<file path="config.mk">
export PLATFORM = sky130hd
export DESIGN_NAME = rr_grant_scheduler
export DESIGN_NICKNAME = d
export VERILOG_FILES = /design/src/rtl/rr_sched_pkg.sv /design/src/rtl/rr_pick.sv /design/src/rtl/rr_grant_scheduler.sv
export SDC_FILE = /design/constraint.sdc
export NUM_CORES = 1
export LEC_CHECK = 0
export ABC_CLOCK_PERIOD_IN_PS = 8250
export BUFFER_PORTS_ARGS = -buffer_cell sky130_fd_sc_hd__buf_2
export CAP_MARGIN = 20
export CORE_MARGIN = 2
export CORE_UTILIZATION = 55
export CTS_CLUSTER_SIZE = 24
export DETAILED_ROUTE_END_ITERATION = 6
export PLACE_DENSITY = 0.88
export SETUP_SLACK_MARGIN = 0.5
export SYNTH_ARGS = -nofsm -noshare
export SYNTH_HDL_FRONTEND = slang
export SYNTH_SLANG_ARGS = --single-unit
</file>
<file path="constraint.sdc">
create_clock -name clk -period 8.25 [get_ports clk]
set_input_delay 1.65 -clock clk [delete_from_list [all_inputs] [get_ports clk]]
set_output_delay 1.65 -clock clk [all_outputs]
set_load 0.005 [all_outputs]
</file>
<file path="src/rtl/rr_sched_pkg.sv">
// Shared types and constants for the round-robin grant scheduler.
// HOLD_TIMEOUT_EN (top-level build macro) uses DEF_MAX_HOLD as its default hold limit.
package rr_sched_pkg;

  typedef enum logic [1:0] {
    IDLE = 2'd0,
    BUSY = 2'd1,
    GAP  = 2'd2
  } sched_state_e;

  localparam int DEF_N_REQ    = 8;
  localparam int DEF_MAX_HOLD = 16;

  // Index width for n entries; never narrower than one bit.
  function automatic int idx_w(input int n);
    return (n <= 1) ? 1 : $clog2(n);
  endfunction

endpackage

</file>
<file path="src/rtl/rr_pick.sv">
// Combinational round-robin picker: rotate by ptr, find first set bit, rotate back.
module rr_pick
  import rr_sched_pkg::*;
#(
  parameter int N_REQ = DEF_N_REQ,
  parameter int IDX_W = idx_w(N_REQ)
) (
  input  logic [N_REQ-1:0] req,
  input  logic [IDX_W-1:0] ptr,
  output logic [N_REQ-1:0] onehot,
  output logic [IDX_W-1:0] idx,
  output logic             valid
);

  localparam logic [N_REQ-1:0] ONE_HOT_0 = N_REQ'(1'b1);

  logic [2*N_REQ-1:0] dbl_s;
  logic [N_REQ-1:0]   rot_s;
  logic [IDX_W-1:0]   enc_s;
  logic               found_s;

  // Rotate so ptr lands at bit 0, then lowest-set-bit priority encode.
  always_comb begin
    dbl_s   = {req, req} >> ptr;
    rot_s   = dbl_s[N_REQ-1:0];
    found_s = 1'b0;
    enc_s   = {IDX_W{1'b0}};
    for (int i = 0; i < N_REQ; i++) begin
      if (!found_s && rot_s[i]) begin
        found_s = 1'b1;
        enc_s   = IDX_W'(i);
      end else begin
        found_s = found_s;
      end
    end
    // N_REQ is a power of two, so the IDX_W-bit add wraps modulo N_REQ.
    idx   = found_s ? (enc_s + ptr) : {IDX_W{1'b0}};
    valid = found_s;
    if (found_s) begin
      onehot = ONE_HOT_0 << idx;
    end else begin
      onehot = {N_REQ{1'b0}};
    end
  end

endmodule

</file>
<file path="src/rtl/rr_grant_scheduler.sv">
// Round-robin scheduler with registered one-hot grant held until done, then one GAP cycle.
// Build macro HOLD_TIMEOUT_EN adds MAX_HOLD and a timeout pulse that forces release.
module rr_grant_scheduler
  import rr_sched_pkg::*;
#(
  parameter int N_REQ    = DEF_N_REQ,
`ifdef HOLD_TIMEOUT_EN
  parameter int MAX_HOLD = DEF_MAX_HOLD,
`endif
  parameter int IDX_W    = idx_w(N_REQ)
) (
  input  logic             clk,
  input  logic             rst_n,
  input  logic [N_REQ-1:0] req,
  input  logic             done,
`ifdef HOLD_TIMEOUT_EN
  output logic             timeout,
`endif
  output logic [N_REQ-1:0] gnt,
  output logic [IDX_W-1:0] gnt_idx,
  output logic             gnt_valid,
  output logic [IDX_W-1:0] ptr
);

  sched_state_e     state_r, state_nxt_s;
  logic [N_REQ-1:0] gnt_r, gnt_nxt_s, pick_onehot_s;
  logic [IDX_W-1:0] gnt_idx_r, gnt_idx_nxt_s, pick_idx_s;
  logic [IDX_W-1:0] ptr_r, ptr_nxt_s;
  logic             gnt_valid_r, gnt_valid_nxt_s, pick_valid_s;
  logic             release_s;

  rr_pick #(
    .N_REQ(N_REQ),
    .IDX_W(IDX_W)
  ) u_pick (
    .req   (req),
    .ptr   (ptr_r),
    .onehot(pick_onehot_s),
    .idx   (pick_idx_s),
    .valid (pick_valid_s)
  );

`ifdef HOLD_TIMEOUT_EN
  localparam int HOLD_W = idx_w(MAX_HOLD);
  localparam logic [HOLD_W-1:0] HOLD_LAST = HOLD_W'(MAX_HOLD - 1);

  logic [HOLD_W-1:0] hold_cnt_r;
  logic              timeout_r;
  logic              hold_exp_s;

  assign hold_exp_s = (state_r == BUSY) && (hold_cnt_r == HOLD_LAST);
  assign release_s  = done || hold_exp_s;

  // Hold counter restarts on grant; timeout marks a forced release during the GAP cycle.
  always_ff @(posedge clk or negedge rst_n) begin
    if (!rst_n) begin
      hold_cnt_r <= {HOLD_W{1'b0}};
      timeout_r  <= 1'b0;
    end else begin
      timeout_r <= hold_exp_s && !done;
      if (state_r == BUSY) begin
        hold_cnt_r <= hold_cnt_r + HOLD_W'(1);
      end else begin
        hold_cnt_r <= {HOLD_W{1'b0}};
      end
    end
  end

  assign timeout = timeout_r;
`else
  assign release_s = done;
`endif

  // Next-state and next-output logic for the IDLE/BUSY/GAP sequence.
  always_comb begin
    state_nxt_s     = state_r;
    gnt_nxt_s       = gnt_r;
    gnt_idx_nxt_s   = gnt_idx_r;
    gnt_valid_nxt_s = gnt_valid_r;
    ptr_nxt_s       = ptr_r;
    case (state_r)
      IDLE: begin
        if (pick_valid_s) begin
          gnt_nxt_s       = pick_onehot_s;
          gnt_idx_nxt_s   = pick_idx_s;
          gnt_valid_nxt_s = 1'b1;
          state_nxt_s     = BUSY;
        end else begin
          gnt_nxt_s       = {N_REQ{1'b0}};
          gnt_idx_nxt_s   = {IDX_W{1'b0}};
          gnt_valid_nxt_s = 1'b0;
        end
      end
      BUSY: begin
        if (release_s) begin
          gnt_nxt_s       = {N_REQ{1'b0}};
          gnt_idx_nxt_s   = {IDX_W{1'b0}};
          gnt_valid_nxt_s = 1'b0;
          ptr_nxt_s       = gnt_idx_r + IDX_W'(1);
          state_nxt_s     = GAP;
        end else begin
          state_nxt_s = BUSY;
        end
      end
      GAP: begin
        state_nxt_s = IDLE;
      end
      default: begin
        state_nxt_s     = IDLE;
        gnt_nxt_s       = {N_REQ{1'b0}};
        gnt_idx_nxt_s   = {IDX_W{1'b0}};
        gnt_valid_nxt_s = 1'b0;
      end
    endcase
  end

  // State, grant and pointer registers.
  always_ff @(posedge clk or negedge rst_n) begin
    if (!rst_n) begin
      state_r     <= IDLE;
      gnt_r       <= {N_REQ{1'b0}};
      gnt_idx_r   <= {IDX_W{1'b0}};
      gnt_valid_r <= 1'b0;
      ptr_r       <= {IDX_W{1'b0}};
    end else begin
      state_r     <= state_nxt_s;
      gnt_r       <= gnt_nxt_s;
      gnt_idx_r   <= gnt_idx_nxt_s;
      gnt_valid_r <= gnt_valid_nxt_s;
      ptr_r       <= ptr_nxt_s;
    end
  end

  assign gnt       = gnt_r;
  assign gnt_idx   = gnt_idx_r;
  assign gnt_valid = gnt_valid_r;
  assign ptr       = ptr_r;

endmodule

</file>
== Word level (Yosys, flattened, before mapping) ==
Cells that the tools add are included.
Word-level totals
  input bits: 11
  bits in read-only memories: 0
  register bits: 17
  word-level logic and storage cells: 59
  memories: 0
  bits in writable memories: 0
  output and inout bits: 15
  latch bits: 0
Operators by class
  bitwise logic cells: 1
  muxes and demuxes: 28
  $mul: 0
  $add $sub $neg: 2
  div/mod/pow operators: 0
  eq/ne operators: 4
  shift-type cells: 2
  order comparisons: 0
  reduce and logical (&&, ||, !) cells: 17
Operators by type and width (count)
  case mux 8 bit (3 select lines): 1
  2-to-1 mux 3 bit: 7
  2-to-1 mux 8 bit: 2
  right shift 16 x 3 -> 8 bit: 1
  2-to-1 mux 1 bit: 11
  case mux 3 bit (3 select lines): 1
  2-to-1 mux 2 bit: 4
  left shift 1 x 3 -> 8 bit, first input constant: 1
  logical AND 1 bit: 7
  zero test 1 bit: 7
  != test 2 bit, second input constant: 2
  case mux 2 bit (2 select lines): 1
  AND reduction 2 bit: 2
  adder 3 x 1 -> 3 bit, second input constant: 1
  adder 3 bit: 1
  case mux 1 bit (3 select lines): 1
  == test 2 x 1 -> 1 bit, second input constant: 1
  == test 2 bit, second input constant: 1
  zero test 2 bit: 1
  NOT 1 bit: 1

== Logic depth before layout (Yosys ltp) ==
Gate-level depths: netlist (run 1).
  word-level depth: 28
  depth in mapped cells: 14

== Hierarchy ==
A second synthesis (run 1) with hierarchy kept.
Unflattened totals
  cell total of the unflattened synthesis: 147
  area, all modules: 1639.1 µm²
By module, submodules not included
  rr_grant_scheduler: cells an instance 69, area an instance 855.8 µm², instances 1
  rr_pick: cells an instance 78, area an instance 783.3 µm², instances 1

== Worst setup path before layout (run 1) ==
No wires, ideal clock.
  path kind: input-to-reg
  start: input port req[4]
  end: register gnt_r[6] (netlist: gnt[6])
  arrival time: 4.108 ns
  stages on the path: 10
  library setup time: 0.087 ns
  required time: 8.163 ns
  slack: 4.055 ns
  path through: mux2i_1 > mux2_2 > a32oi_1 > nor2_1 > a32o_1 > ha_1 > fa_1 > nand2_1 > or3_1 > o211ai_1
On the way
  longest elaborated chain between the ends: 28
RTL lines
  from (decl): line rr_grant_scheduler.sv:14  | input logic [N_REQ-1:0] req,
  right shift 16 x 3 -> 8 bit (*): line rr_pick.sv:24  | dbl_s = {req, req} >> ptr;
  2-to-1 mux 1 bit: line rr_pick.sv:29  | if (!found_s && rot_s[i]) begin
  zero test 1 bit: line rr_pick.sv:29
  logical AND 1 bit: line rr_pick.sv:29
  2-to-1 mux 1 bit: line rr_pick.sv:29
  zero test 1 bit: line rr_pick.sv:29
  logical AND 1 bit: line rr_pick.sv:29
  2-to-1 mux 1 bit: line rr_pick.sv:29
  [12 not listed]
  zero test 1 bit: line rr_pick.sv:29
  logical AND 1 bit: line rr_pick.sv:29
  2-to-1 mux 3 bit: line rr_pick.sv:29
  adder 3 bit: line rr_pick.sv:37  | idx = found_s ? (enc_s + ptr) : {IDX_W{1'b0}};
  2-to-1 mux 3 bit: line rr_pick.sv:37
  left shift 1 x 3 -> 8 bit: line rr_pick.sv:40  | onehot = ONE_HOT_0 << idx;
  2-to-1 mux 8 bit (*): line rr_grant_scheduler.sv:83  | if (pick_valid_s) begin
  case mux 8 bit (3 select lines) (*): line rr_grant_scheduler.sv:81  | case (state_r)
  to (signal assigned): line rr_grant_scheduler.sv:121  | gnt_r <= {N_REQ{1'b0}};
  to (signal assigned): line rr_grant_scheduler.sv:127  | gnt_r <= gnt_nxt_s;
  to (decl): line rr_grant_scheduler.sv:26  | logic [N_REQ-1:0] gnt_r, gnt_nxt_s, pick_onehot_s;
Every way passes the cells marked *; elsewhere a longest branch is shown, timed or not.
A chain may end at the register's enable or synchronous reset.

== Worst setup path in the final report (run 1) ==
  start: input port req[2]
  end: register gnt_r[6] (netlist: gnt[6])
Same word-level chain as after synthesis.

==> summary.md, run 1 <==
| Metric | Value |
|---|---|
| DIE AREA | `2880 sq um` |
| Cts hold-fix bufs | `0` |
| CP bufs+invs | `1` |
| Die Span Y | `53.7 um` |
| Ys flop type | `dfrtp_1` |
| Clk slew on worst S/H paths | `0.09 ns` |
| Design Area, Final | `1500 sq um` |
| Setup violators final | `0` |
| Max_slew headroom | `37.6%` |
| Hold Slack | `0.500 ns` |
| Max Cap Violations | `0` |
| Clk Latency, worst-skew pair | `0.29 ns` |
| Vias per cell | `6.56` |
| Synth top area share | `31.4%` |
| Area Overhead vs Synth | `10.8%` |
| Post-CTS sizing | `0` |
| DP HPWL | `2310 um` |
| Initial Utilization | `59.6%` |
| Vias | `1,234` |
| EDFF count, synth | `0` |
| TritonCTS buffer count | `3` |
| DR WL/cell | `16.7 um` |
| Largest net degree at the start of global routing | `20` |
| Status | `completed` |
| Critical path type | `input pin to flip-flop` |
| Syn_area_per_cell | `9.90 sq um` |
| Critical path's slowest cell | `fa_1` |
| Vias in the first global route | `1,142` |
| Initial antenna violation count | `0` |
| Sequential share of the synthesized area | `31.4%` |
| Tot Pwr | `0.547 mW` |
| Post-Syn Instances | `137` |
| Root buffer cell | `clkbuf_4` |
| Gr ovfl total | `0` |
| Top Family by Delay on Critical Path | `compound AO/OA/AOI/OAI gates` |
| Initial DRT Pass Iterations | `4` |
| Crit path time final | `4.61 ns` |
| FMAX | `217 MHz` |
| Worst EP required | `8.46 ns` |
| Total routed wirelength | `3140 um` |
| Endpoints failing hold | `0` |
| Filler cells | `183` |
| Worst path arrival time | `4.82 ns` |
| Crit start category | `input pin` |
| Lkg Pwr | `0.675 nW` |
| Most frequent cells in the layout | `buf_2 (25), nand2_1 (19), dfrtp_1 (17), mux2i_1 (14), o21ai_0 (11)` |
| Setup_tns | `0 ns` |
| Layout Nets | `175` |
| Synth top area cells | `dfrtp_1 (31%), mux2i_1 (10%), mux4_2 (8.3%)` |
| CP max stage delay | `0.58 ns` |
| Worst Setup End Kind | `flip-flop` |
| Leading cell type in the layout, fill and taps excluded | `buf_2` |
| Detail Route Antenna Nets | `0` |
| Detailed Route Iter0 Violations | `57` |
| CP cell instances | `buf_2 > mux2i_1 > mux2_2 > a32oi_1 > nor2_1 > a32o_1 > ha_1 > fa_1 > nand2_1 > or3_1 > o211ai_1` |
| Slew at the pin closest to its max-slew limit | `0.910 ns` |
| Total GRT Usage | `25.7%` |
| PwrDens | `364 nW/um^2` |
| Crit path max fanout | `9` |
| Setup Fix Bufs, Post-CTS | `0` |
| Global-route wire length before repair | `5330 um` |
| # diodes | `0` |
| Port Buf Inserts | `25` |
| Clk sinks | `17` |
| Clk buf depth | `2` |
| Synthesized area | `1360 sq um` |
| RSZ-0062 raised after global routing | `no` |
| Worst hold path type | `flip-flop to flip-flop` |
| Core Util, Final | `66.0%` |
| Ports | `26` |
| Yosys cell types | `36` |
| R2R Setup Slk | `4.09 ns` |
| Syn nets | `151` |
| FFs w/ async S/R, synth | `100%` |
| Core area | `2280 sq um` |
| Final Max Tran Viols | `0` |
| Fin crit share | `55.9%` |
| #FFs+latches synth | `17` |
| Routability cong. | `0.879` |
| CTS tree | `built` |
| Max VDD drop | `287 uV` |
| H-tree lvl count | `1` |
| DRC | `0` |
| Setup Skew | `0.000858 ns` |
| Share of cells above drive strength 1 | `23.8%` |
| Synthesis Warnings | `0` |
| Area leader, netlist | `dfrtp_1` |
| Site Rows | `17` |
| Die X | `53.7 um` |
| Placed instance area | `1480 sq um` |
-- kinds of logic after synthesis --
group	share of synthesized area (%)
XOR/XNOR	2.58
AO/OA/AOI/OAI	16.2
buffers and inverters	4.61
AND/OR/NAND/NOR	16.9
flip-flops	31.4
adder cells (fa/ha/maj)	3.32
multiplexers	25.0
-- cells in the mapped netlist, drive strengths merged, types with 2 or more instances --
| cell | count |
|---|---|
| a32o | 4 |
| buf | 4 |
| clkbuf | 2 |
| dfrtp | 17 |
| ha | 2 |
| inv | 6 |
| mux2 | 3 |
| mux2i | 14 |
| mux4 | 7 |
| nand2 | 19 |
| nand2b | 2 |
| nand3 | 4 |
| nand4 | 7 |
| nor2 | 7 |
| nor3 | 2 |
| o211ai | 8 |
| o21ai | 11 |
| or3 | 2 |
| xnor2 | 2 |
| xor2 | 2 |
-- power breakdown --
part / internal, mW / switching [mW] / total, mW
combinational: 0.155 / 0.183 / 0.337
sequential: 0.109 / 0.0570 / 0.166
clock: 0.0188 / 0.0253 / 0.0441
total: 0.282 / 0.265 / 0.547
-- worst paths after layout --
kind	start	endpoint	cells past startpoint
setup / recovery	req[2]	gnt[6]	11
hold / removal	gnt[1]	gnt[1]	2
setup reg to reg	ptr[1]	gnt[6]	10
hold reg to reg	gnt[1]	gnt[1]	2
max in group asynchronous	rst_n	gnt_idx[2]	1
min in group asynchronous	rst_n	gnt[4]	1
-- sequential cells by signal, summed over array words and instances (netlist names) --
register and flops:
gnt_idx 3, state_r 2, gnt_valid 1, ptr 3
gnt 8
-- worst reg2reg max path: stages, from the launching register on --
cell and delay, ns:
dfrtp_1 0.89, mux2i_1 0.31, mux2_2 0.35, a32oi_1 0.55
nor2_1 0.22, a32o_1 0.30, ha_1 0.19, fa_1 0.58
nand2_1 0.12, or3_1 0.41, o211ai_1 0.18
-- per-stage QoR --
| step | instances | worst slack, ns |
|---|---|---|
| global placement | 184 | 3.54 |
| finish | 188 | 3.64 |
| detailed placement | 184 | 3.49 |
| global route | 188 | 3.37 |
| CTS | 188 | 3.72 |
| floorplan | 137 | 4.05 |
-- final cells by class --
type | count | area, sq um | share of cell area [%]
Clock buffer | 4 | 26.3 | 1.75
Multi-Input combinational cell | 108 | 868 | 57.8
Timing Repair Buffer | 25 | 125 | 8.33
Tap cell | 28 | 35.0 | 2.33
Inverter | 6 | 22.5 | 1.50
Sequential cell | 17 | 425 | 28.3
-- metal layers --
metal / GRT usage, % / wire length (um) / up-vias
li1: - / - / 571
met3: 5.56 / 195 / 10
met2: 40.4 / 1570 / 50
met5: 0 / 0 / -
met4: 9.40 / 61 / 0
met1: 34.6 / 1310 / 603
No activity file was read; power rests on OpenSTA's default activity.
==> inputs of run 2 (changes only) <==
Settings changed: ABC_AREA from default to 1, ABC_CLOCK_PERIOD_IN_PS 8250 to 4500, CORE_UTILIZATION 55 to 54.
Clock period 8.25 ns to 4.5 ns, I/O delays scaled along.
==> run 2 against run 1 <==
Against the previous run:
- clock skew grew 0.0016 ns
- first-iteration DRC count down 46%
- global-route usage fell by 3.5 points
- setup slack got worse by 2.0 ns
- design area down 3.5%
- clock power is 83% higher
- critical path depth up 7
- largest power group unchanged
==> summary.md, run 2 <==
| Metric | Value |
|---|---|
| Site Rows | `17 (unchanged)` |
| Die Span Y | `52.9 um (-1.4%)` |
| Vias per cell | `5.48 (-17%)` |
| Cts hold-fix bufs | `0 (unchanged)` |
| Initial Utilization | `57.8% (-1.8 points)` |
| Grt peak-use layer | `met2` |
| Synthesis Warnings | `0 (unchanged)` |
| Critical path type | `flip-flop to flip-flop` |
| EDFF count, synth | `0 (unchanged)` |
| Synth top area cells | `dfrtp_1 (33%), nand2_1 (20%), nand3_1 (11%)` |
| Detail Route Antenna Nets | `0 (unchanged)` |
| Max reg flops | `8 (unchanged)` |
| Syn_area_per_cell | `6.94 sq um (-30%)` |
| FFs w/ async S/R, synth | `100% (unchanged)` |
| CTS tree | `built` |
| Most frequent cells in the layout | `nand2_1 (69), nand3_1 (28), buf_2 (25), dfrtp_1 (17), nand2_2 (12)` |
| M3 GR Usage | `1.69% (-3.9 points)` |
| Clk sinks | `17 (unchanged)` |
| Worst hold path type | `flip-flop to flip-flop` |
| PwrDens | `833 nW/um^2 (+130%)` |
| Most frequent cell after synthesis | `nand2_1` |
| Core area | `2230 sq um (-1.9%)` |
| Flip-flop and latch area | `425 sq um (unchanged)` |
| Global-route wire length before repair | `4540 um (-15%)` |
| FMAX | `351 MHz` |
| Sequential share of the synthesized area | `32.9% (+1.6 points)` |
| Setup_tns | `0 ns (unchanged)` |
| Final Max Tran Viols | `0 (unchanged)` |
| DR WL/cell | `11.5 um (-31%)` |
| Placed insts | `235 (+28%)` |
| DP HPWL | `2260 um (-2.0%)` |
| Lkg Pwr | `0.818 nW (+21%)` |
| Gr ovfl total | `0 (unchanged)` |
| TritonCTS buffer count | `3 (unchanged)` |
| Syn nets | `200 (+32%)` |
| Root buffer cell | `clkbuf_4` |
| Fin crit share | `63.2%` |
| DRC | `0 (unchanged)` |
| Tot Pwr | `1.21 mW (+120%)` |
| Die X | `52.9 um (-1.4%)` |
| Post-CTS sizing | `0 (unchanged)` |
| Vias in the first global route | `1,132 (-0.88%)` |
| Setup Fix Bufs, Post-CTS | `0 (unchanged)` |
| Area of the multi-input gates | `774 sq um (-11%)` |
| Total routed wirelength | `2740 um (-13%)` |
| Worst EP required | `4.70 ns (-3.76 ns)` |
| DIE AREA | `2800 sq um (-2.8%)` |
| Initial antenna violation count | `0 (unchanged)` |
| Vias | `1,309 (+6.1%)` |
| Port Buf Inserts | `25 (unchanged)` |
| Endpoints failing hold | `0 (unchanged)` |
| Area leader, netlist | `dfrtp_1` |
| Routability cong. | `0.949 (+8.0%)` |
| Crit start category | `flip-flop` |
| Placed instance area | `1420 sq um (-3.6%)` |
| Clk slew on worst S/H paths | `0.09 ns (about the same)` |
| Initial DRT Pass Iterations | `4 (unchanged)` |
| Area Overhead vs Synth | `12.3%` |
| Setup violators final | `0 (unchanged)` |
| Max VDD drop | `605 uV (+110%)` |
| Ports | `26 (unchanged)` |
| Max Cap Violations | `0 (unchanged)` |
| Slew at the pin closest to its max-slew limit | `0.476 ns (-0.434 ns)` |
| Setup Skew | `0.00249 ns (+0.00163 ns)` |
| Total GRT Usage | `22.1% (-3.5 points)` |
| Clk buf depth | `2 (unchanged)` |
| Filler cells | `201 (+9.8%)` |
| RSZ-0062 raised after global routing | `no` |
| Non-Filler Instances | `239 (+27%)` |
| Met1 Usage GRT | `27.9% (-6.7 points)` |
| GR Util met2 | `38.1% (-2.3 points)` |
| Most instantiated cells after synthesis | `nand2_1 (69), nand3_1 (28), dfrtp_1 (17)` |
| Yosys cell types | `28 (-22%)` |
| Crit path time final | `2.85 ns` |
| Synthesized area | `1290 sq um (-4.8%)` |
| Share of cells above drive strength 1 | `26.5% (+2.8 points)` |
| Layout Nets | `226 (+29%)` |
| H-tree lvl count | `1 (unchanged)` |
| Status | `completed` |
| Design Area, Final | `1450 sq um (-3.5%)` |
| Clk Latency, worst-skew pair | `0.30 ns (about the same)` |
| Leading cell type in the layout, fill and taps excluded | `nand2_1` |
| Worst Setup End Kind | `flip-flop` |
| Largest net degree at the start of global routing | `18 (-10%)` |
| #FFs+latches synth | `17 (unchanged)` |
| Ys flop type | `dfrtp_1` |
| Max_slew headroom | `68.3% (+31 points)` |
| Crit path max fanout | `12 (+3)` |
| Worst path arrival time | `3.04 ns (-1.78 ns)` |
| Detailed Route Iter0 Violations | `31 (-46%)` |
| # diodes | `0 (unchanged)` |
| Post-Syn Instances | `186 (+36%)` |
| Synth top area share | `32.9% (+1.6 points)` |
run 2: critical path: stages (launching register included):
cell and delay [ns]:
dfrtp_1 0.61, inv_4 0.12, nand2_1 0.11, nand3_1 0.11
nand2_1 0.13, nand2_1 0.05, nand2_1 0.08, nand2_1 0.07
nor2_1 0.14, nand4_1 0.13, o221ai_1 0.20, ha_1 0.20
fa_1 0.18, xor2_1 0.22, inv_1 0.08, nand3_2 0.14
nand2_4 0.07, nand3_1 0.08, nand2_1 0.06
run 2: layer usage:
metal / share of wire (%) / up-vias
li1: - / 661
met1: 47 / 617
met2: 49 / 26
met3: 2.7 / 5
met4: 1.9 / 0
met5: 0 / -
run 2: power by group:
part / leakage (nW) / internal (mW) / switching (mW)
logic: 0.577 / 0.294 / 0.554
registers: 0.223 / 0.209 / 0.0708
clock network: 0.0177 / 0.0332 / 0.0475
total: 0.818 / 0.536 / 0.672
run 2: per-stage QoR:
| stage | util, % | worst slack, ns | hold WS (ns) |
|---|---|---|---|
| global placement | 63.4 | 1.40 | 0.458 |
| global route | 64.9 | 1.40 | 0.497 |
| detailed placement | 63.7 | 1.36 | 0.462 |
| floorplan | - | 1.73 | 0.473 |
| CTS | 64.9 | 1.65 | 0.486 |
| finish | 64.9 | 1.65 | 0.485 |
run 2: layout make-up:
| type | count | area share, % |
|---|---|---|
| clock inverters | 1 | 0.345 |
| flip-flops and latches | 17 | 29.3 |
| clock buffers | 3 | 1.55 |
| well taps | 28 | 2.42 |
| repair buffers | 26 | 9.15 |
| inverters | 14 | 3.80 |
| multi-input cells | 150 | 53.4 |
run 2: cell families (layout without fill, tap and decap cells):
family | count (synthesis) | after routing | synth area share, %
AO/OA/AOI/OAI | 14 | 14 | 6.88
XOR/XNOR | 2 | 2 | 1.36
adder cells (fa/ha/maj) | 3 | 3 | 3.49
buffers and inverters | 19 | 44 | 7.07
flip-flops | 17 | 17 | 32.9
AND/OR/NAND/NOR | 131 | 131 | 48.3
run 2: path summary, 6_finish.rpt:
check / startpoint / to / slack, ns / cells after the start
max in group asynchronous: rst_n / ptr[0] / 3.73 / 1
setup / recovery: ptr[0] / gnt[3] / 1.65 / 18
hold / removal: gnt[3] / gnt[3] / 0.48 / 2
min in group asynchronous: rst_n / gnt[3] / 0.50 / 1
hold reg to reg: gnt[3] / gnt[3] / 0.48 / 2
setup reg to reg: ptr[0] / gnt[3] / 1.65 / 18
